File: config.mk
export PLATFORM = sky130hd
export DESIGN_NAME = reg_writeback
export DESIGN_NICKNAME = d
export VERILOG_FILES = /design/src/rtl/reg_writeback.sv
export SDC_FILE = /design/constraint.sdc
export NUM_CORES = 1
export LEC_CHECK = 0
export CAP_MARGIN = 20
export CORE_ASPECT_RATIO = 1.25
export CORE_MARGIN = 3
export CORE_UTILIZATION = 50
export CTS_CLUSTER_DIAMETER = 100
export DETAILED_ROUTE_END_ITERATION = 8
export PLACE_DENSITY = 0.75
export SLEW_MARGIN = 25
export SYNTH_ARGS = -nofsm -noshare
export SYNTH_HDL_FRONTEND = slang
export SYNTH_SLANG_ARGS = --single-unit
File: constraint.sdc
create_clock -name clk -period 5.2 [get_ports clk]
set_clock_uncertainty 0.15 [all_clocks]
set_input_delay 1.3 -clock clk [delete_from_list [all_inputs] [get_ports clk]]
set_output_delay 1.3 -clock clk [all_outputs]
set_load 0.02 [all_outputs]
File: src/rtl/reg_writeback.sv
// Register-file write-back stage: merges immediate ALU writes with a buffered load-return FIFO
// under starvation-bounded arbitration. Optional macro REG_WRITEBACK_FWD_EN adds a write-bypass port.
module reg_writeback #(
    parameter int DATA_WIDTH    = 32,
    parameter int REGFILE_WIDTH = 4,
    parameter int LDQ_DEPTH     = 4,
    parameter int STARVE_MAX    = 3
) (
    input  logic                       clk,
    input  logic                       rst,
    input  logic                       alu_valid,
    output logic                       alu_ready,
    input  logic [REGFILE_WIDTH-1:0]   alu_addr,
    input  logic [DATA_WIDTH-1:0]      alu_data,
    input  logic                       ld_valid,
    output logic                       ld_ready,
    input  logic [REGFILE_WIDTH-1:0]   ld_addr,
    input  logic [DATA_WIDTH-1:0]      ld_data,
    input  logic [REGFILE_WIDTH-1:0]   chk_addr,
    output logic                       chk_hit,
`ifdef REG_WRITEBACK_FWD_EN
    input  logic [REGFILE_WIDTH-1:0]   fwd_addr,
    output logic                       fwd_hit,
    output logic [DATA_WIDTH-1:0]      fwd_data,
`endif
    output logic                       WEN,
    output logic [REGFILE_WIDTH-1:0]   WADD,
    output logic [DATA_WIDTH-1:0]      WDAT,
    output logic [$clog2(LDQ_DEPTH):0] ldq_count
);

    localparam int PTR_W    = $clog2(LDQ_DEPTH);
    localparam int CNT_W    = PTR_W + 1;
    localparam int STARVE_W = (STARVE_MAX > 0) ? $clog2(STARVE_MAX + 1) : 1;

    typedef enum logic {
        FAIR,
        DRAIN
    } state_e;

    state_e                     state_q, state_d;
    logic [STARVE_W-1:0]        starve_q, starve_d;
    logic [PTR_W-1:0]           rd_ptr_q, rd_ptr_d;
    logic [PTR_W-1:0]           wr_ptr_q, wr_ptr_d;
    logic [CNT_W-1:0]           count_q, count_d;
    logic [LDQ_DEPTH-1:0]       vld_q, vld_d;
    logic [REGFILE_WIDTH-1:0]   addr_mem_q [LDQ_DEPTH];
    logic [DATA_WIDTH-1:0]      data_mem_q [LDQ_DEPTH];
    logic                       wen_q, wen_d;
    logic [REGFILE_WIDTH-1:0]   wadd_q, wadd_d;
    logic [DATA_WIDTH-1:0]      wdat_q, wdat_d;

    logic push;
    logic pop;
    logic alu_fire;
    logic fifo_nonempty;

    // NOTE: every always_comb output gets a default first so no path can infer a latch.
    always_comb begin
        alu_ready     = (state_q == FAIR);
        ld_ready      = (count_q < CNT_W'(LDQ_DEPTH));
        alu_fire      = alu_valid && alu_ready;
        push          = ld_valid && ld_ready;
        fifo_nonempty = (count_q != '0);
        pop           = 1'b0;
        wen_d         = 1'b0;
        wadd_d        = wadd_q;
        wdat_d        = wdat_q;
        starve_d      = starve_q;

        case (state_q)
            FAIR: begin
                if (alu_fire) begin
                    wen_d  = 1'b1;
                    wadd_d = alu_addr;
                    wdat_d = alu_data;
                    if (fifo_nonempty) begin
                        starve_d = starve_q + 1'b1;
                    end
                end else if (fifo_nonempty) begin
                    pop = 1'b1;
                end
            end
            DRAIN: begin
                // The ALU is held off, so the head always goes this cycle.
                pop = fifo_nonempty;
            end
            default: pop = 1'b0;
        endcase

        if (pop) begin
            wen_d    = 1'b1;
            wadd_d   = addr_mem_q[rd_ptr_q];
            wdat_d   = data_mem_q[rd_ptr_q];
            starve_d = '0;
        end

        count_d  = count_q + CNT_W'(push) - CNT_W'(pop);
        rd_ptr_d = rd_ptr_q + PTR_W'(pop);
        wr_ptr_d = wr_ptr_q + PTR_W'(push);

        vld_d = vld_q;
        if (pop) begin
            vld_d[rd_ptr_q] = 1'b0;
        end
        if (push) begin
            vld_d[wr_ptr_q] = 1'b1;
        end

        if (count_d == '0) begin
            starve_d = '0;
        end
        state_d = (starve_d == STARVE_W'(STARVE_MAX)) ? DRAIN : FAIR;
    end

    // Scoreboard: any queued load or the write in flight on the port.
    always_comb begin
        chk_hit = wen_q && (wadd_q == chk_addr);
        for (int i = 0; i < LDQ_DEPTH; i++) begin
            if (vld_q[i] && (addr_mem_q[i] == chk_addr)) begin
                chk_hit = 1'b1;
            end
        end
    end

    // NOTE: sequential state uses non-blocking assignments so all flops update from pre-edge values.
    always_ff @(posedge clk or negedge rst) begin
        if (!rst) begin
            state_q  <= FAIR;
            starve_q <= '0;
            rd_ptr_q <= '0;
            wr_ptr_q <= '0;
            count_q  <= '0;
            vld_q    <= '0;
            wen_q    <= 1'b0;
            wadd_q   <= '0;
            wdat_q   <= '0;
        end else begin
            state_q  <= state_d;
            starve_q <= starve_d;
            rd_ptr_q <= rd_ptr_d;
            wr_ptr_q <= wr_ptr_d;
            count_q  <= count_d;
            vld_q    <= vld_d;
            wen_q    <= wen_d;
            wadd_q   <= wadd_d;
            wdat_q   <= wdat_d;
        end
    end

    // NOTE: the payload storage is not reset; vld_q alone decides which entries are meaningful.
    always_ff @(posedge clk) begin
        if (push) begin
            addr_mem_q[wr_ptr_q] <= ld_addr;
            data_mem_q[wr_ptr_q] <= ld_data;
        end
    end

    assign WEN       = wen_q;
    assign WADD      = wadd_q;
    assign WDAT      = wdat_q;
    assign ldq_count = count_q;

`ifdef REG_WRITEBACK_FWD_EN
    assign fwd_hit  = wen_q && (wadd_q == fwd_addr);
    assign fwd_data = wdat_q;
`endif

endmodule

==> flow_summary.toml <==
[placement]
globalplace.congestion = 0.771
port_buffers = 122
placed_cells = 791
dp_hpwl_mm = 10.0
pre_cts_ws_ps = 562

[logic_synthesis]
synth.distinct_cells = 35
syn_nets = 564
ys_ff_latch = 195
syn_inst = 481
async_flop_share = 0.262
synth_edf_count = 144
syn_area_um2 = 7780
syn_avg_cell_area_um2 = 16.2
yosysWarnings = 0
ys_seq_area_frac = 0.719
ys.flop_type = "edfxtp_1"

[sta]
tightest_slew_ps = 1010
final_hold_viol_count = 0
slew_headroom = 0.327
finalCritPeriodShare = 0.895
finalSetupViolCount = 0
grt_setup_unrepaired = "false"
max_freq_mhz = 215
finalCriticalPeriod_ps = 4650
worst_slack_ps = 547
finalMaxSlewViolations = 0
setup_tns_ps = 0

[power]
p_leak_uw = 0.00350
powerDensity_nw_per_um2 = 539
ir_drop_v = 0.000231
finalPower_uw = 5250

[job]
max_cap_viol_count = 0

[die]
die_x_um = 118
rows = 50
start_util = 0.514
die_area_um2 = 17100
core-area_um2 = 15100
ios = 123
die_h_um = 146

[finish]
drive_above_1_share = 0.148
area_growth_pct = 25.2
utilization = 0.644
nFillCells = 1155
fin_cells = 824
multi_input_area_um2 = 2000
seqCellArea_um2 = 5600
nNetsFinal = 685

[clock_network]
cts_hold_buffers = 0
ctsResizeCount = 0
cts_tree = "yes"
clk_latency_ps = 420
post_cts_buffers = 0
numCtsBuffers = 17
htreeDepth = 4
root_buffer = "clkbuf_16"
clkTransAtPathRegs_ps = 70
cts.sinks = 195
cts_buffer_depth = 2

[global_route]
grt_max_degree = 52
grtUsageTotal = 0.194
grt-ovfl-total = 0
grt_pass1_wl_mm = 25.5
grt_pass1_vias = 4619
antenna_found_initial = 2

[routing]
drc = 0
postRouteAntennaNets = 0
viasPerCell = 5.33
vias = 4389
wire_per_inst_um = 19.7
drtIter0Drc = 240
dr.pass1.iters = 4
wl_mm = 16.2

[critical_path]
start_kind = "primary input"
worst-setup-path-type = "in2out"
worst_path_max_delay_cell = "clkdlybuf4s50_1"
cp_cell_sequence = "clkdlybuf4s50_1, xor2_1, nor4_1, a31oi_1, nand3_1, clkdlybuf4s50_1"
slowest_delay_ps = 620
cp_common_cell = "clkdlybuf4s50_1"
critPathMaxFanout = 5
crit_family = "buffers and inverters"
end_kind = "output port"
cp.buffers_inverters = 2
arrival_ps = 3200
required_ps = 3750

[outcome]
status = "finished clean"

[worst_hold_path]
min_path_type = "reg2reg"
==> sequential cells by signal, indices dropped and copies added (netlist names) <==
signal,count
ldq_count,3
rd_ptr_q,2
data_mem_q,128
WEN,1
wr_ptr_q,2
starve_q,2
WDAT,32
state_q,1
addr_mem_q,16
vld_q,4
WADD,4
==> stage by stage <==
stage / hold slack [ps] / cell area [µm²]
final: 345 / 9750
after global routing: 351 / 9750
after CTS: 345 / 9740
after detailed placement: 330 / 9170
after global placement: 332 / 9170
after floorplan: 299 / 7780
==> cell usage after synthesis (2+ instances only) <==
library cell	count	area (µm²)
a21oi_1	72	360
nand2_1	47	176
buf_12	3	60.1
buf_4	3	22.5
nand3_1	4	20.0
buf_2	17	85.1
nor4_1	2	12.5
nor2_1	38	143
nor3_2	2	20.0
ha_1	2	25.0
xor2_1	18	158
mux4_2	36	811
buf_6	2	22.5
a31oi_1	2	12.5
xnor2_1	8	70.1
dfrtp_1	51	1280
and3_1	2	12.5
a21o_1	2	15.0
inv_1	4	15.0
clkbuf_1	3	11.3
buf_1	2	7.51
edfxtp_1	144	4320
nor3_1	5	25.0
==> worst reg2reg max path, cell delays in order, from the launching register on <==
cell,delay [ps]
dfrtp_1,470
or3_2,720
nand2_1,190
nand2_1,120
nand2_1,60
ha_1,190
fa_1,380
xnor2_1,270
xnor2_2,110
nor3_2,180
nor2_1,70
and3_1,170
==> power by group <==
part           total (µW)  switching (µW)  internal, µW
sequential           2290             257          2040
clock                1260             580           676
combinational        1700             867           832
total                5250            1700          3540
==> routing by layer <==
metal  vias up  track usage  wire length (µm)
met2       131        0.336              8900
met1      2207        0.240              6100
met4         2       0.0721               177
li1       2037            -                 -
met5         -            0                13
met3        12       0.0455              1030
==> cell usage in the layout, fill, tap and decap left out, types with 2 or more instances in the layout <==
master and n:
a31oi_1 2, mux4_2 36, nor3_2 2, a21o_1 2, clkinv_2 2, nand3_1 4
nor3_1 4, nor2_1 37, dfrtp_2 2, nand2_1 46, ha_1 2, inv_6 7
dfrtp_1 49, inv_1 4, xnor2_1 8, clkdlybuf4s50_1 121, nor4_1 2, xor2_1 18
edfxtp_1 144, clkinv_4 3, clkbuf_16 17, a21oi_1 72, buf_4 10
==> final timing paths <==
| check | startpoint | end | slack, ps | cells after the start |
|---|---|---|---|---|
| hold / removal | vld_q[3]$_DFF_PN0_ | vld_q[3]$_DFF_PN0_ | 340 | 1 |
| min in group asynchronous | rst | WDAT[11]$_DFFE_PN0P_ | 850 | 2 |
| setup reg to reg | ldq_count[1]$_DFF_PN0_ | state_q$_DFF_PN0_ | 2010 | 11 |
| hold reg to reg | vld_q[3]$_DFF_PN0_ | vld_q[3]$_DFF_PN0_ | 340 | 1 |
| max in group asynchronous | rst | rd_ptr_q[1]$_DFF_PN0_ | 3510 | 2 |
| setup / recovery | chk_addr[3] | chk_hit | 550 | 6 |
==> layout make-up <==
type / count / area share
tap: 208 / 0.0267
timing repair buffer: 132 / 0.132
inverter: 4 / 0.00154
sequential: 195 / 0.575
clock inverter: 14 / 0.0148
antenna: 1 / 0.000257
multi-input combinational: 252 / 0.205
clock buffer: 18 / 0.0440
==> kinds of logic (layout without fill, tap and decap cells) <==
| family | after synthesis | after routing | share of synthesized area |
|---|---|---|---|
| buf+inv | 34 | 168 | 0.0288 |
| fa+ha+maj | 3 | 3 | 0.00579 |
| mux | 36 | 36 | 0.104 |
| compound gates | 79 | 79 | 0.0521 |
| simple gates | 107 | 107 | 0.0585 |
| other cells | 0 | 1 | 0 |
| xor+xnor | 27 | 27 | 0.0313 |
| flops | 195 | 195 | 0.719 |
Note: power is estimated with default switching activity, not from simulation.
